**src/rtl/rotation_slot_tracker.sv**
```systemverilog
// rotation_slot_tracker: measures the IR-trip rotation period and splits each
// revolution into ROTATIONAL_RES angular slots with a division-free phase
// accumulator. Outputs the current slot, a per-slot tick and validity flags.
// Optional build macro ROTATION_SLOT_PERIOD_AVG_EN: in TRACK, each accepted
// edge loads a rounded 2-tap average of the old and new period instead of the
// raw measurement.
module rotation_slot_tracker #(
    parameter int ROTATIONAL_RES = 1024,
    parameter int PERIOD_W       = 24,
    parameter int MIN_PERIOD     = 4096
) (
    input  logic                              clk_in,
    input  logic                              rst_in,
    input  logic                              ir_tripped,
    output logic [$clog2(ROTATIONAL_RES)-1:0] dtheta,
    output logic                              dtheta_valid,
    output logic                              slot_tick,
    output logic [PERIOD_W-1:0]               period_out,
    output logic                              period_valid,
    output logic                              stalled
);

    localparam int DW = $clog2(ROTATIONAL_RES);

    localparam logic [PERIOD_W-1:0] CNT_MAX   = '1;
    localparam logic [PERIOD_W-1:0] MIN_P     = PERIOD_W'(MIN_PERIOD);
    localparam logic [PERIOD_W:0]   RES_A     = (PERIOD_W+1)'(ROTATIONAL_RES);
    localparam logic [DW-1:0]       SLOT_LAST = DW'(ROTATIONAL_RES - 1);

    typedef enum logic [1:0] {
        S_IDLE    = 2'd0,
        S_ACQUIRE = 2'd1,
        S_TRACK   = 2'd2
    } state_t;

    state_t              state_q, state_d;
    logic                ir_q, ir_d;
    logic [PERIOD_W-1:0] period_cnt_q, period_cnt_d;
    logic [PERIOD_W:0]   acc_q, acc_d;
    logic [PERIOD_W-1:0] period_reg_q, period_reg_d;
    logic [DW-1:0]       dtheta_q, dtheta_d;
    logic                slot_tick_q, slot_tick_d;
    logic                period_valid_q, period_valid_d;
    logic                stalled_q, stalled_d;

    logic                rise;
    logic                accept;
    logic                cnt_sat;
    logic [PERIOD_W:0]   acc_sum;
    logic                step;
    logic [PERIOD_W-1:0] track_period;

    assign rise    = ir_tripped & ~ir_q;
    assign cnt_sat = (period_cnt_q == CNT_MAX);
    // Edges too close to the previous one are glitches, except from IDLE
    // where no rotation is being timed yet.
    assign accept  = rise & ((state_q == S_IDLE) | (period_cnt_q >= MIN_P));
    // acc < period_reg always holds, so acc + RES fits in PERIOD_W+1 bits.
    assign acc_sum = acc_q + RES_A;
    assign step    = (acc_sum >= {1'b0, period_reg_q});

`ifdef ROTATION_SLOT_PERIOD_AVG_EN
    logic [PERIOD_W:0] avg_sum;
    // Rounded mean of the previous and newly measured period.
    assign avg_sum      = {1'b0, period_reg_q} + {1'b0, period_cnt_q} + (PERIOD_W+1)'(1);
    assign track_period = PERIOD_W'(avg_sum >> 1);
`else
    assign track_period = period_cnt_q;
`endif

    // Next-state, period counting and phase accumulator stepping.
    always_comb begin
        state_d        = state_q;
        ir_d           = ir_tripped;
        period_cnt_d   = period_cnt_q;
        acc_d          = acc_q;
        period_reg_d   = period_reg_q;
        dtheta_d       = dtheta_q;
        slot_tick_d    = 1'b0;
        period_valid_d = period_valid_q;
        stalled_d      = stalled_q;

        if (state_q != S_IDLE && !cnt_sat)
            period_cnt_d = period_cnt_q + PERIOD_W'(1);

        if (accept) begin
            period_cnt_d = PERIOD_W'(1);
            stalled_d    = 1'b0;
        end

        unique case (state_q)
            S_IDLE: begin
                if (accept)
                    state_d = S_ACQUIRE;
            end
            S_ACQUIRE: begin
                // First full period: always the raw measurement.
                if (accept) begin
                    state_d        = S_TRACK;
                    period_reg_d   = period_cnt_q;
                    period_valid_d = 1'b1;
                    dtheta_d       = '0;
                    acc_d          = '0;
                    slot_tick_d    = 1'b1;
                end else if (cnt_sat) begin
                    state_d      = S_IDLE;
                    stalled_d    = 1'b1;
                    period_cnt_d = '0;
                end
            end
            S_TRACK: begin
                // An edge beats both a timeout and a pending slot step.
                if (accept) begin
                    period_reg_d = track_period;
                    dtheta_d     = '0;
                    acc_d        = '0;
                    slot_tick_d  = 1'b1;
                end else if (cnt_sat) begin
                    state_d        = S_IDLE;
                    period_valid_d = 1'b0;
                    dtheta_d       = '0;
                    acc_d          = '0;
                    stalled_d      = 1'b1;
                    period_cnt_d   = '0;
                end else if (step) begin
                    acc_d = acc_sum - {1'b0, period_reg_q};
                    // Clamp at the last slot when the wheel slows down.
                    if (dtheta_q != SLOT_LAST) begin
                        dtheta_d    = dtheta_q + DW'(1);
                        slot_tick_d = 1'b1;
                    end
                end else begin
                    acc_d = acc_sum;
                end
            end
            default: begin
                state_d = S_IDLE;
            end
        endcase
    end

    // State and datapath registers, cleared asynchronously.
    always_ff @(posedge clk_in or negedge rst_in) begin
        if (!rst_in) begin
            state_q        <= S_IDLE;
            ir_q           <= 1'b0;
            period_cnt_q   <= '0;
            acc_q          <= '0;
            period_reg_q   <= '0;
            dtheta_q       <= '0;
            slot_tick_q    <= 1'b0;
            period_valid_q <= 1'b0;
            stalled_q      <= 1'b0;
        end else begin
            state_q        <= state_d;
            ir_q           <= ir_d;
            period_cnt_q   <= period_cnt_d;
            acc_q          <= acc_d;
            period_reg_q   <= period_reg_d;
            dtheta_q       <= dtheta_d;
            slot_tick_q    <= slot_tick_d;
            period_valid_q <= period_valid_d;
            stalled_q      <= stalled_d;
        end
    end

    assign dtheta       = dtheta_q;
    assign dtheta_valid = (state_q == S_TRACK);
    assign slot_tick    = slot_tick_q;
    assign period_out   = period_reg_q;
    assign period_valid = period_valid_q;
    assign stalled      = stalled_q;

endmodule
```
**config.mk**
```make
export PLATFORM = sky130hd
export DESIGN_NAME = rotation_slot_tracker
export DESIGN_NICKNAME = d
export VERILOG_FILES = /design/src/rtl/rotation_slot_tracker.sv
export SDC_FILE = /design/constraint.sdc
export NUM_CORES = 1
export LEC_CHECK = 0
export CORE_MARGIN = 8
export CORE_UTILIZATION = 60
export CTS_CLUSTER_SIZE = 40
export DETAILED_ROUTE_END_ITERATION = 6
export PLACE_DENSITY = 0.82
export SYNTH_ARGS = -nofsm -noshare
export SYNTH_HDL_FRONTEND = slang
export SYNTH_SLANG_ARGS = --single-unit
```
**constraint.sdc**
```tcl
create_clock -name clk_in -period 4.52 [get_ports clk_in]
set_input_delay 0.678 -clock clk_in [delete_from_list [all_inputs] [get_ports clk_in]]
set_output_delay 0.678 -clock clk_in [all_outputs]
set_load 0.005 [all_outputs]
```
==> impl_results.md <==
- Status: finished, final reports clean
- Largest family of logic cells by synthesized area: simple AND/OR/NAND/NOR gates
- Worst r2r src: acc_q[10]$_DFFE_PN0P_
- Crit path launch type: register
- CP max stage cell: o31ai_4
- Fillers: 855
- DR WL/cell: between 15 and 20 um
- CP Capture Type: register
- Most common cell after layout, fill and taps aside: dfrtp_1
- Largest net degree at the start of global routing: 52
- Htree depth: 3
- Setup TNS: 0 ns
- RSZ-0062 raised after global routing: no
- Max-slew violation count: 0
- Setup Skew: about 0.012 ns
- Placed cell area: about 0.0068 sq mm
- Detailed Routing Iterations Pass 1: 7
- Die H: around 120 um
- Boundary Pins: about 40
- Slew HR: between 20 and 25%
- Arr. time, crit path: approximately 4.3 ns
- Slew at the pin closest to its max-slew limit: 1.15 ns
- Synth Area in Compound Gates: about 20%
- Antenna fix cells: 0
- Tot GR Track Use: roughly 24%
- Clk slew on worst S/H paths: around 0.10 ns
- Global-route wire length before repair: around 28000 um
- Crit. Startpoint: acc_q[10]$_DFFE_PN0P_
- Syn Inst Count: about 700
- Final Hold Viols: 0
- Nets: around 760
- WS Path Type: register to register
- Peak supply drop: approximately 480 uV
- EDFF count, synth: 0
- Root Buffer: clkbuf_8
- Total congestion overflow: 0
- Final Non-Filler Cells: approximately 870
- Power per cell area: between 600 and 700 mW/mm^2
- Clock latency at the later pin of the worst-skew pair: around 0.38 ns
- CP Cell Sequence: ha_1 -> nand3_2 -> inv_1 -> nand3_1 -> or2_2 -> nand2_1 -> ha_1 -> and2_1 -> o21a_1 -> a21boi_2 -> nand3_1 -> o21ba_1 -> o31ai_4 -> a22o_1
- Simple-gate portion of the synthesized area: between 20% and 30%
- Share of layout cells above drive strength 1: between 10% and 20%
- Sequential Area: 0.00223 sq mm
- Die area: about 0.014 sq mm
- Detailed Place HPWL: 12500 um
- Bufs and invs on worst path: 1
- Layout area overhead: 10.6%
- Routed WL: ~17000 um
- Fmax: 250 MHz
- Most used DFF post-synth: dfrtp_1
- Yosys reg bits: 89
- Setup Buffers After CTS: 0
- R2r setup slk: between 0.5 and 0.6 ns
- Multiplexer share of the synthesized area: 5.89%
- Num CTS Buffers: 9
- CTS Sinks: 89
- Vias in the first global route: approximately 5400
- Post-synthesis sequential area ratio: a little over a third
- Final Total Pwr: ~0.0044 W
- CTS Hold Bufs: 0
- Post-route ant nets: 0
- Initial DRC Count: between 500 and 600
- Initial antenna violation count: 0
- Commonest non-fill, non-tap cells in the layout: 89 x dfrtp_1, 67 x nand2_1, 55 x nor2_1
- Min-Delay Path Class: input port to asynchronous set/reset pin
- Synth cell types: 83
- Syn nets: 733
- Post-Syn Area per Cell: about 9.1 sq um
- Critical Path RT: 4.82 ns
- CTS tree: done
- Mapped Area: between 0.006 and 0.007 sq mm
- CTS resizes: 0
- Site Rows: 37
- R2r endpoint: acc_q[3]$_DFFE_PN0P_
- Top delay family on crit path: compound AO/OA/AOI/OAI gates
- Max-cap check violation count: 0
- Ys Warns: 0
- Worst Reg-to-Reg Cells: 14
- Dpl cells: 851
- Core area: 0.0103 sq mm
- CP Max Fanout: 20
- P_leak: ~3.2 nW
- Async SR Flop Fraction: 100%
- Final setup fails: 0
- Die Wd: between 100 and 150 um
- XOR/XNOR Fraction of Synth Area: under 10%
- Area of the multi-input gates: approximately 0.0038 sq mm
- Starting density of the core: approximately three fifths
- Vias/cell: about 6.4
- Clock Path Buffers: 2
- Port buffer count: 40
- Min cycle time layout: 4.00 ns
- Hold WS: between 0.3 and 0.4 ns
- DR vias: 5583
- Design area: 0.00700 sq mm
- DRC: 0
- Synth Area in Adders: under 10%
- Crit-path max cell delay: around 0.66 ns
- Period utilization: 88.5%
- GP Congestion: approximately 1.0
## power breakdown
| part | internal, W | total [W] | switching (W) |
|---|---|---|---|
| Clock | 0.000263 | 0.000576 | 0.000313 |
| Combinational | 0.00103 | 0.00278 | 0.00175 |
| Sequential | 0.000903 | 0.00102 | 0.000119 |
## logic make-up (layout without fill, tap and decap cells)
group,after synthesis,count (layout)
muxes,34,34
xor gates and xnor gates,43,43
and+or+nand+nor,254,254
adders and majority gates,33,33
DFF,89,89
AOI/OAI and AO/OA,173,173
buffers and inverters,71,105
## sequential cells by signal, summed over array words and instances, names as in the netlist
name,cells
state_q,2
acc_q,25
period_cnt_q,24
slot_tick,1
period_valid,1
dtheta,10
period_out,24
ir_q,1
stalled,1
## metal layers
layer	vias to the layer above	part of all wire [%]	GRT usage [%]
met4	0	2.6	7.67
met3	44	7.5	5.47
met5	-	0	0
met2	220	46	38.1
met1	2709	44	31.9
li1	2610	-	-
## layout make-up
class	instances	area share [%]
Multi-Input combinational cell	537	54.3
Sequential cell	89	31.8
Timing Repair Buffer	46	6.32
Tap cell	136	2.43
Inverter	43	2.30
Clock buffer	10	1.82
Clock inverter	6	1.05
## cell usage after synthesis, types with 10 or more instances
cell type / instances / area [sq um]
o21ai_1: 10 / 50.1
clkbuf_1: 10 / 37.5
o21ai_0: 21 / 105
nor3_1: 12 / 60.1
mux2i_1: 10 / 100
xor2_1: 26 / 228
ha_1: 32 / 400
buf_2: 13 / 65.1
a21oi_1: 30 / 150
o211ai_1: 15 / 113
and3_1: 14 / 87.6
nand2_1: 67 / 251
nand3_1: 22 / 110
inv_1: 43 / 161
nor2_1: 55 / 206
nand4_1: 17 / 106
xnor2_1: 17 / 149
dfrtp_1: 89 / 2230
mux2_2: 23 / 259
a22o_1: 10 / 87.6
## through the flow
| stage | util, % | worst slack [ns] |
|---|---|---|
| after floorplan | - | 1.33 |
| after global placement | 66.2 | 0.655 |
| after detailed placement | 66.2 | 0.599 |
| after CTS | 68.2 | 0.580 |
| after global routing | 68.2 | 0.238 |
| final | 68.2 | 0.518 |
## how the worst max path moves through the flow
stage / end / cells past startpoint
floorplan: acc_q[14]$_DFFE_PN0P_ / 15
global placement: dtheta[9]$_DFFE_PN0P_ / 14
detailed placement: dtheta[9]$_DFFE_PN0P_ / 14
CTS: dtheta[9]$_DFFE_PN0P_ / 14
global route: acc_q[24]$_DFFE_PN0P_ / 13
finish: acc_q[3]$_DFFE_PN0P_ / 14
No activity file was read; power rests on OpenSTA's default activity.
==> patch, RTL diff (same settings) <==
The option `ROTATION_SLOT_PERIOD_AVG_EN` is turned on by a define.
--- a/src/rtl/rotation_slot_tracker.sv
+++ b/src/rtl/rotation_slot_tracker.sv
@@ -5,4 +5,6 @@
 // edge loads a rounded 2-tap average of the old and new period instead of the
 // raw measurement.
+`define ROTATION_SLOT_PERIOD_AVG_EN
+
 module rotation_slot_tracker #(
     parameter int ROTATIONAL_RES = 1024,
Behaviour: same outputs for any inputs over 10 cycles, from zero or initial values and one cycle with rst_in low; that may be too few to reach the edited logic, so the function may still have changed.
==> patch against the unedited design <==
- cell area up 13%
- highest routed layer unchanged
- critical path type unchanged
- power is 19% higher
- via count grew 15%
- setup slack worse by 88 ps
- routed wire length rose by 12%
- area after synthesis increased by 13%
- die area grew 11%
- sequential cell count stayed put
- largest power group unchanged
==> patch: results (changes against the unedited design) <==
Final WL -> 18900 µm (+12%)
Multi-input logic area -> 0.00456 mm² (+20%)
Wire length on met3 -> 957 µm (-25%)
Number of global-route vias before repair -> 6278 (+17%)
# clk buffers -> 12 (+2)
Multi-input logic portion of the cell area -> 57.7% (+3.4 points)
Post-synthesis average cell area -> 8.71 µm² (-4.1%)
Placed cell count -> 979 (+15%)
Final Wtd Congestion -> 0.974 (-6.2%)
Max VDD drop -> 0.000361 V (-24%)
Share of layout cells above drive strength 1 -> 6.02% (-4.5 points)
Drt first pass iters -> 5 (-2)
CTS clk-pin slew, worst paths -> 60 ps (-40 ps)
Number of nets in the layout -> 903 (+19%)
Buffering overhead -> 5.70% (-0.62 points)
Part of the power in registers -> 21.2% (-2.1 points)
Critical Path Max Stage Delay -> 540 ps (-120 ps)
Clock-cell share of area -> 3.75% (+0.88 points)
Iter 0 DRT Violations -> 494 (-13%)
Met2 Use GR -> 40.3% (+2.2 points)
Slowest-stage cell, CP -> or4_1
Metal-1 WL -> 8340 µm (+12%)
Fraction of area in registers -> 28.2% (-3.6 points)
Crit path max-delay family -> simple AND/OR/NAND/NOR gates
Reg2reg start -> acc_q[12]
Worst Skew -> 7.29 ps (-4.31 ps)
Clk power -> 0.759 mW (+32%)
Clock Latency Late Sink -> 340 ps (-40 ps)
Sw Share -> 48.2% (-1.6 points)
Pre-CTS WS -> 453 ps (-146 ps)
Worst flop-to-flop path endpoint -> acc_q[4]
Crit path DAT -> 4370 ps (+60 ps)
Largest net degree at the start of global routing -> 56 (+7.7%)
Status -> finished clean
M3 GR Usage -> 3.53% (-1.9 points)
R2r setup slk -> 430 ps (-90 ps)
Post-DP Area -> 0.00760 mm² (+12%)
-- patch: cell count changes after synthesis, moves of 14 or more --
cell / before / now
a21oi_1: 30 / 54
clkbuf_1: 10 / 24
ha_1: 32 / 55
mux2_2: 23 / 0
o21ai_0: 21 / 49
-- patch: cells by family after synthesis --
family | count (synthesis) | synth area share, %
adder cells (fa/ha/maj) | 57 | 10.2
AO/OA/AOI/OAI | 232 | 22.6
AND/OR/NAND/NOR | 270 | 19.7
multiplexers | 22 | 3.08
buffers and inverters | 86 | 5.29
flip-flops | 89 | 31.2
XOR/XNOR | 65 | 7.96
-- patch: worst max path at each step --
stage               cells past startpoint  slack (ps)  startpoint       end
floorplan                              15         780   acc_q[12]  acc_q[3]
global placement                       15         590   acc_q[12]  acc_q[2]
detailed placement                     15         450   acc_q[12]  acc_q[4]
CTS                                    15         440   acc_q[12]  acc_q[2]
global route                           15         110   acc_q[12]  acc_q[7]
finish                                 15         430   acc_q[12]  acc_q[4]
